$ cat src/rtl/uart_host_pkg.sv
// Shared types and frame constants for the UART host bridge.
// The command byte carries the write flag in bit 7 and the device address in bits 3:0.
package uart_host_pkg;

   typedef enum logic [2:0] {
      ST_IDLE,
      ST_TX_CMD,
      ST_TX_DATA,
      ST_RX_WAIT,
      ST_RX_DATA,
      ST_RSP
   } state_t;

   localparam int   FRAME_LEN    = 10;
   localparam int   CMD_WR_POS   = 7;
   localparam int   CMD_ADDR_LSB = 0;
   localparam int   CMD_ADDR_W   = 4;
   localparam logic IDLE_LINE    = 1'b1;
   localparam logic START_BIT    = 1'b0;
   localparam logic STOP_BIT     = 1'b1;

   function automatic logic [7:0] cmd_byte(input logic wr, input logic [CMD_ADDR_W-1:0] addr);
      logic [7:0] b;
      b = '0;
      b[CMD_WR_POS] = wr;
      b[CMD_ADDR_LSB +: CMD_ADDR_W] = addr;
      return b;
   endfunction

endpackage

$ cat src/rtl/uart_host_if.sv
// Host request/response port and serial pins of the UART host bridge.
interface uart_host_if;
   import uart_host_pkg::*;

   // A request transfers on a rising edge where req_valid and req_ready are both 1;
   // req_* must be stable while req_valid is high. rsp_valid is a one-cycle pulse
   // with no backpressure, and rsp_data/rsp_err are meaningful only alongside it.
   logic       req_valid;
   logic       req_ready;
   logic       req_wr;
   logic [3:0] req_addr;
   logic [7:0] req_wdata;
   logic       xmt_bit;
   logic       rcv_bit;
   logic       rsp_valid;
   logic [7:0] rsp_data;
   logic       rsp_err;
   logic       busy;
   state_t     state_dbg;

   modport master (
      output req_valid, req_wr, req_addr, req_wdata, rcv_bit,
      input  req_ready, xmt_bit, rsp_valid, rsp_data, rsp_err, busy, state_dbg
   );

   modport slave (
      input  req_valid, req_wr, req_addr, req_wdata, rcv_bit,
      output req_ready, xmt_bit, rsp_valid, rsp_data, rsp_err, busy, state_dbg
   );

endinterface

$ cat src/rtl/uart_host_frame_tx.sv
// Serializes one byte as start + 8 data bits (LSB first) + stop, each held BIT_CYCLES clocks.
// A load on the same edge as done starts the next frame with no idle gap.
module uart_host_frame_tx
   import uart_host_pkg::*;
#(
   parameter int BIT_CYCLES = 1
) (
   input  logic       clk,
   input  logic       rst,
   input  logic       load,
   input  logic [7:0] data,
   output logic       done,
   output logic       line
);

   localparam logic [7:0] BIT_LAST   = 8'(BIT_CYCLES - 1);
   localparam logic [3:0] FRAME_LAST = 4'(FRAME_LEN - 1);

   logic [FRAME_LEN-1:0] shreg;
   logic [3:0]           bit_cnt;
   logic [7:0]           cyc_cnt;
   logic                 active;

   assign done = active && (bit_cnt == FRAME_LAST) && (cyc_cnt == BIT_LAST);
   assign line = shreg[0];

   always_ff @(posedge clk or posedge rst) begin
      if (rst) begin
         shreg   <= {FRAME_LEN{IDLE_LINE}};
         bit_cnt <= '0;
         cyc_cnt <= '0;
         active  <= 1'b0;
      end else if (load) begin
         shreg   <= {STOP_BIT, data, START_BIT};
         bit_cnt <= '0;
         cyc_cnt <= '0;
         active  <= 1'b1;
      end else if (active) begin
         if (cyc_cnt == BIT_LAST) begin
            cyc_cnt <= '0;
            // Shifting in idle-line ones leaves the line high once the stop bit is gone.
            shreg   <= {IDLE_LINE, shreg[FRAME_LEN-1:1]};
            if (bit_cnt == FRAME_LAST) begin
               active  <= 1'b0;
               bit_cnt <= '0;
            end else begin
               bit_cnt <= bit_cnt + 4'd1;
            end
         end else begin
            cyc_cnt <= cyc_cnt + 8'd1;
         end
      end
   end

endmodule

$ cat src/rtl/uart_host.sv
// Bridges single host read/write requests to a byte-oriented serial device:
// sends a command frame (plus a data frame for writes), then waits for the read reply.
module uart_host
   import uart_host_pkg::*;
#(
   parameter int BIT_CYCLES = 1,
   parameter int RX_TIMEOUT = 255
) (
   input  logic  clk,
   input  logic  rst,
   uart_host_if.slave bus
);

   localparam logic [7:0] BIT_LAST     = 8'(BIT_CYCLES - 1);
   localparam logic [7:0] SAMPLE_AT    = 8'(BIT_CYCLES / 2);
   localparam logic [7:0] TIMEOUT_LAST = 8'(RX_TIMEOUT - 1);
   localparam logic [3:0] FRAME_LAST   = 4'(FRAME_LEN - 1);

   state_t     state_q, state_d;
   logic       rdy_en;
   logic       wr_q;
   logic [7:0] wdata_q;
   logic [7:0] wait_cnt;
   logic [7:0] rx_cyc, cyc_base, cyc_next;
   logic [3:0] rx_bit, bit_base, bit_next;
   logic [7:0] rx_sh;
   logic       sync1, sync2;
   logic [7:0] rsp_data_q;
   logic       rsp_err_q;

   logic       hs;
   logic       tx_load, tx_done, tx_line;
   logic [7:0] tx_byte;
   logic       start_seen, timed_out, rx_sample, stop_sample;

   // rdy_en keeps req_ready low while reset is held and rises on the first edge after.
   assign hs            = bus.req_valid && bus.req_ready;
   assign bus.req_ready = rdy_en && (state_q == ST_IDLE);
   assign bus.busy      = (state_q != ST_IDLE);
   assign bus.rsp_valid = (state_q == ST_RSP);
   assign bus.rsp_data  = rsp_data_q;
   assign bus.rsp_err   = rsp_err_q;
   assign bus.xmt_bit   = tx_line;
   assign bus.state_dbg = state_q;

   uart_host_frame_tx #(.BIT_CYCLES(BIT_CYCLES)) u_frame_tx (
      .clk  (clk),
      .rst  (rst),
      .load (tx_load),
      .data (tx_byte),
      .done (tx_done),
      .line (tx_line)
   );

   // Receive bit timing is measured from the cycle the start bit is detected (offset 0).
   always_comb begin
      cyc_base = (state_q == ST_RX_DATA) ? rx_cyc : 8'd0;
      bit_base = (state_q == ST_RX_DATA) ? rx_bit : 4'd0;
      cyc_next = cyc_base + 8'd1;
      bit_next = bit_base;
      if (cyc_base == BIT_LAST) begin
         cyc_next = 8'd0;
         bit_next = bit_base + 4'd1;
      end
   end

   assign start_seen  = (state_q == ST_RX_WAIT) && (sync2 == START_BIT);
   assign timed_out   = (state_q == ST_RX_WAIT) && !start_seen && (wait_cnt == TIMEOUT_LAST);
   assign rx_sample   = (state_q == ST_RX_DATA) && (rx_bit != 4'd0) && (rx_cyc == SAMPLE_AT);
   assign stop_sample = rx_sample && (rx_bit == FRAME_LAST);

   always_comb begin
      state_d = state_q;
      tx_load = 1'b0;
      tx_byte = wdata_q;
      case (state_q)
         ST_IDLE: begin
            if (hs) begin
               state_d = ST_TX_CMD;
               tx_load = 1'b1;
               tx_byte = cmd_byte(bus.req_wr, bus.req_addr);
            end
         end
         ST_TX_CMD: begin
            if (tx_done) begin
               if (wr_q) begin
                  state_d = ST_TX_DATA;
                  tx_load = 1'b1;
               end else begin
                  state_d = ST_RX_WAIT;
               end
            end
         end
         ST_TX_DATA: if (tx_done) state_d = ST_RSP;
         ST_RX_WAIT: begin
            if (start_seen)     state_d = ST_RX_DATA;
            else if (timed_out) state_d = ST_RSP;
         end
         ST_RX_DATA: if (stop_sample) state_d = ST_RSP;
         ST_RSP:     state_d = ST_IDLE;
         default:    state_d = ST_IDLE;
      endcase
   end

   always_ff @(posedge clk or posedge rst) begin
      if (rst) begin
         state_q <= ST_IDLE;
         rdy_en  <= 1'b0;
      end else begin
         state_q <= state_d;
         rdy_en  <= 1'b1;
      end
   end

   always_ff @(posedge clk or posedge rst) begin
      if (rst) begin
         wr_q       <= 1'b0;
         wdata_q    <= '0;
         wait_cnt   <= '0;
         rx_cyc     <= '0;
         rx_bit     <= '0;
         rx_sh      <= '0;
         sync1      <= IDLE_LINE;
         sync2      <= IDLE_LINE;
         rsp_data_q <= '0;
         rsp_err_q  <= 1'b0;
      end else begin
         sync1 <= bus.rcv_bit;
         sync2 <= sync1;
         wait_cnt <= (state_q == ST_RX_WAIT) ? wait_cnt + 8'd1 : 8'd0;
         if ((state_q == ST_RX_WAIT) || (state_q == ST_RX_DATA)) begin
            rx_cyc <= cyc_next;
            rx_bit <= bit_next;
         end else begin
            rx_cyc <= '0;
            rx_bit <= '0;
         end
         if (hs) begin
            wr_q       <= bus.req_wr;
            wdata_q    <= bus.req_wdata;
            rsp_data_q <= '0;
            rsp_err_q  <= 1'b0;
         end
         if (rx_sample && !stop_sample) rx_sh <= {sync2, rx_sh[7:1]};
         if (stop_sample) begin
            rsp_data_q <= rx_sh;
            rsp_err_q  <= (sync2 != STOP_BIT);
         end
         if (timed_out) begin
            rsp_data_q <= '0;
            rsp_err_q  <= 1'b1;
         end
      end
   end

endmodule

$ cat src/flat_wrapper.sv
// flat-port wrapper written by rule: the top's interface ports become plain ports
module uart_host_flat import uart_host_pkg::*;
#(
   parameter int BIT_CYCLES = 1,
   parameter int RX_TIMEOUT = 255
)
  (clk, rst, bus_req_valid, bus_req_wr, bus_req_addr, bus_req_wdata, bus_rcv_bit, bus_req_ready, bus_xmt_bit, bus_rsp_valid, bus_rsp_data, bus_rsp_err, bus_busy, bus_state_dbg);
  uart_host_if bus_i ();
  input  logic clk;
  input  logic rst;
  input wire logic [$bits(bus_i.req_valid)-1:0] bus_req_valid;
  input wire logic [$bits(bus_i.req_wr)-1:0] bus_req_wr;
  input wire logic [$bits(bus_i.req_addr)-1:0] bus_req_addr;
  input wire logic [$bits(bus_i.req_wdata)-1:0] bus_req_wdata;
  input wire logic [$bits(bus_i.rcv_bit)-1:0] bus_rcv_bit;
  output wire logic [$bits(bus_i.req_ready)-1:0] bus_req_ready;
  output wire logic [$bits(bus_i.xmt_bit)-1:0] bus_xmt_bit;
  output wire logic [$bits(bus_i.rsp_valid)-1:0] bus_rsp_valid;
  output wire logic [$bits(bus_i.rsp_data)-1:0] bus_rsp_data;
  output wire logic [$bits(bus_i.rsp_err)-1:0] bus_rsp_err;
  output wire logic [$bits(bus_i.busy)-1:0] bus_busy;
  output wire logic [$bits(bus_i.state_dbg)-1:0] bus_state_dbg;
  assign bus_i.req_valid = bus_req_valid;
  assign bus_i.req_wr = bus_req_wr;
  assign bus_i.req_addr = bus_req_addr;
  assign bus_i.req_wdata = bus_req_wdata;
  assign bus_i.rcv_bit = bus_rcv_bit;
  assign bus_req_ready = bus_i.req_ready;
  assign bus_xmt_bit = bus_i.xmt_bit;
  assign bus_rsp_valid = bus_i.rsp_valid;
  assign bus_rsp_data = bus_i.rsp_data;
  assign bus_rsp_err = bus_i.rsp_err;
  assign bus_busy = bus_i.busy;
  assign bus_state_dbg = bus_i.state_dbg;
  uart_host #(.BIT_CYCLES(BIT_CYCLES), .RX_TIMEOUT(RX_TIMEOUT)) u_core (.clk(clk), .rst(rst), .bus(bus_i));
endmodule
$ cat config.mk
export PLATFORM = sky130hd
export DESIGN_NAME = uart_host_flat
export DESIGN_NICKNAME = d
export VERILOG_FILES = /design/src/rtl/uart_host_pkg.sv /design/src/rtl/uart_host_if.sv /design/src/rtl/uart_host_frame_tx.sv /design/src/rtl/uart_host.sv /design/src/flat_wrapper.sv
export SDC_FILE = /design/constraint.sdc
export NUM_CORES = 1
export LEC_CHECK = 0
export CORE_UTILIZATION = 50
export CTS_BUF_LIST = sky130_fd_sc_hd__clkbuf_8 sky130_fd_sc_hd__clkbuf_16
export DETAILED_ROUTE_END_ITERATION = 8
export GPL_TIMING_DRIVEN = 0
export PLACE_DENSITY = 0.8
export SYNTH_ARGS = -nofsm -noshare
export SYNTH_HDL_FRONTEND = slang
export SYNTH_SLANG_ARGS = --single-unit
export TNS_END_PERCENT = 100
$ cat constraint.sdc
create_clock -name clk -period 3.05 [get_ports clk]
set_input_delay 0.61 -clock clk [delete_from_list [all_inputs] [get_ports clk]]
set_output_delay 0.61 -clock clk [all_outputs]
set_load 0.02 [all_outputs]
==> results_dict.tcl <==
set metrics [dict create \
    vias_per_cell 5.51 \
    finalClockSkew_ns 0.00993 \
    track_usage 0.215 \
    hp-start "u_core.sync1" \
    synth_area_mm2 0.00356 \
    cts_num_sinks 74 \
    yosys-top-cells-area "dfrtp_1 44%, dfstp_2 8.1%, nand2_1 5.3%, ha_1 3.2%, nand3_1 2.9%" \
    dr.pass1.iters 4 \
    synth_edf_count 0 \
    critPathKind "reg2out" \
    tns_ns 0 \
    place_ws_ns 0.532 \
    port-buffer-count 32 \
    endpoint "bus_req_ready" \
    dieWidth_um 86.4 \
    fin_ws_ns 0.322 \
    drv_slew 0 \
    startpoint "u_core.bus.state_dbg[1]" \
    cts_tree "yes" \
    async_reset_ff_frac 1.00 \
    seq_area_frac_synth 0.524 \
    grt_pass1_vias 2700 \
    final-hold-violation-count 0 \
    syn_area_per_cell_um2 10.2 \
    slew_headroom 0.398 \
    ys_seq_elements 74 \
    routed-via-count 2716 \
    yosys.area.top_type_share 0.442 \
    ios 33 \
    fill_cells 584 \
    drc 0 \
    finalCriticalPeriod_ns 2.73 \
    tightestPinTransition_ns 0.896 \
    grt-ovfl-total 0 \
    rsz0062_at_grt "false" \
    synth_fp_nets 375 \
    grt_first_pass_wirelength_um 12500 \
    multi_input_area_mm2 0.00158 \
    timing.final.crit_share 0.894 \
    start_util 0.522 \
    clock_path_buffers 2 \
    reg2reg_setup_slack_ns 0.82 \
    totalWireLength_um 7360 \
    die-area_mm2 0.00747 \
    core_area_mm2 0.00683 \
    die_h_um 86.4 \
    whs_ns 0.359 \
    ctsRootBufferMaster "clkbuf_8" \
    synth_ff_type "dfrtp_1" \
    first_iter_violations 156 \
    final_util 0.625 \
    fin_area_mm2 0.00427 \
    clock.fmax_ghz 0.367 \
    wire_per_inst_um 14.9 \
    r2r_cells 7 \
    p_per_area_mw_per_mm2 474 \
    setup_viol 0 \
    post-place-cells 477 \
    grt_max_degree 75 \
    r2r-start "u_core.u_frame_tx.cyc_cnt[0]" \
    worstPathMaxFanout 10 \
    yosysWarnings 0 \
    gp_congestion 0.798 \
    syn_to_final_growth_pct 19.9 \
    dpl_cell_area_mm2 0.00401 \
    vdd_ir_drop_max_mv 0.433 \
    seq_area_mm2 0.00187 \
    nets 418 \
    core.rowCount 30 \
    hpwl_um 5070 \
    required_ns 2.44 \
    diodes 0 \
    post_cts_buffers 0 \
    power_mw 2.03 \
    post_cts_resized 0 \
    cap_viol_max_count 0 \
    stdcell_count 493 \
    ys_types 49 \
    yosys.area.top_type "dfrtp_1" \
    ctsHoldBuffers 0 \
    cts.htree.levels 3 \
    min_path_type "reg2reg" \
    status "finished clean" \
    cp-end-kind "primary output" \
    p_leak_nw 1.98 \
    antenna_found_initial 0 \
    cts_buffers 9 \
    clock_latency_ns 0.35 \
    ant_nets 0 \
    cp_data_arrival_time_ns 2.12 \
    cts.clk_slew.worst_paths_ns 0.08 \
    cp-start-kind "register" \
    r2r_end "u_core.bus.state_dbg[0]" \
    synthCells 349 \
    layout-drive-gt1-share 0.118 \
]
## registers in the layout (all words and copies together), names as in the netlist
register                   count
u_core.u_frame_tx.bit_cnt      4
u_core.bus.rsp_err             1
u_core.sync2                   1
u_core.rx_cyc                  8
u_core.u_frame_tx.cyc_cnt      8
u_core.wait_cnt                8
u_core.u_frame_tx.active       1
u_core.rdy_en                  1
u_core.rx_sh                   8
u_core.sync1                   1
u_core.wdata_q                 8
u_core.wr_q                    1
u_core.u_frame_tx.shreg        9
u_core.bus.rsp_data            8
u_core.bus.state_dbg           3
u_core.rx_bit                  4
## layout by cell type (no fill, tap or decap), drive strengths merged, types with 2 or more instances in the layout
master / instances
dfrtp: 63
nand2: 50
clkdlybuf4s50: 32
nand3: 21
nor2: 20
clkbuf: 18
inv: 16
a21oi: 13
nor3: 12
o21ai: 12
dfstp: 11
xor2: 10
mux2i: 9
ha: 9
mux2: 8
a22o: 8
buf: 7
and3: 6
xnor2: 6
nand4: 5
or3: 5
o21a: 5
o221ai: 5
or4: 4
nor3b: 4
bufinv: 4
nor4: 4
nand3b: 3
nand2b: 3
and2: 3
or4b: 2
o22ai: 2
## routing by layer
metal | vias to the layer above | part of all wire | GRT usage
li1 | 1314 | - | -
met1 | 1338 | 0.47 | 0.286
met2 | 52 | 0.48 | 0.347
met3 | 12 | 0.032 | 0.0486
met4 | 0 | 0.014 | 0.0818
met5 | - | 0 | 0
## Yosys cell counts, types with 2 or more instances
cell	count
a22o_1	8
mux2_2	8
dfstp_2	11
xnor2_1	6
nand2b_1	3
nand3b_1	3
dfrtp_1	63
o221ai_1	5
a21oi_1	13
or4b_4	2
nor3b_1	4
or3_1	5
or4_1	4
o22ai_1	2
xor2_1	10
and2_1	3
nor2_1	20
nand3_1	21
nor3_1	12
nor4_1	3
buf_2	5
o21ai_0	12
mux2i_1	9
clkbuf_1	8
ha_1	9
nand2_1	50
inv_1	15
and3_1	6
o21a_1	5
nand4_1	5
## where the power goes
| group | leakage (nW) | switching [mW] | internal (mW) |
|---|---|---|---|
| clock network | 0.138 | 0.356 | 0.644 |
| logic | 0.912 | 0.0223 | 0.0184 |
| registers | 0.930 | 0.00142 | 0.984 |
| total | 1.98 | 0.380 | 1.65 |
## worst min path at each step
stage,slack [ns],to,depth (start not counted)
floorplan,0.35,u_core.sync2,0
global route,0.36,u_core.sync2,0
CTS,0.36,u_core.sync2,0
detailed placement,0.35,u_core.sync2,0
global placement,0.35,u_core.sync2,0
finish,0.36,u_core.sync2,0
## critical path, cell delays in order, from the launching register on
cell,delay (ns)
dfrtp_1,0.41
buf_2,0.18
nor3_1,0.38
and2_1,0.20
clkdlybuf4s50_1,0.61
## layout make-up
class                   count  share of cell area
plain buffers              15              0.0155
repair buffers             32              0.0750
clock buffers              10              0.0322
multi-input cells         245               0.369
clock inverters             6              0.0302
flip-flops and latches     74               0.437
inverters                  15              0.0138
well taps                  96              0.0281
## kinds of logic (layout without fill, tap and decap cells)
group,after synthesis,count (layout),synth area share
adders and majority gates,9,9,0.0316
buffers and inverters,30,78,0.0344
muxes,17,17,0.0506
and+or+nand+nor,147,147,0.214
AOI/OAI and AO/OA,55,55,0.105
xor gates and xnor gates,16,16,0.0393
other,1,1,0.00105
DFF,74,74,0.524
No activity file was read; power rests on OpenSTA's default activity.
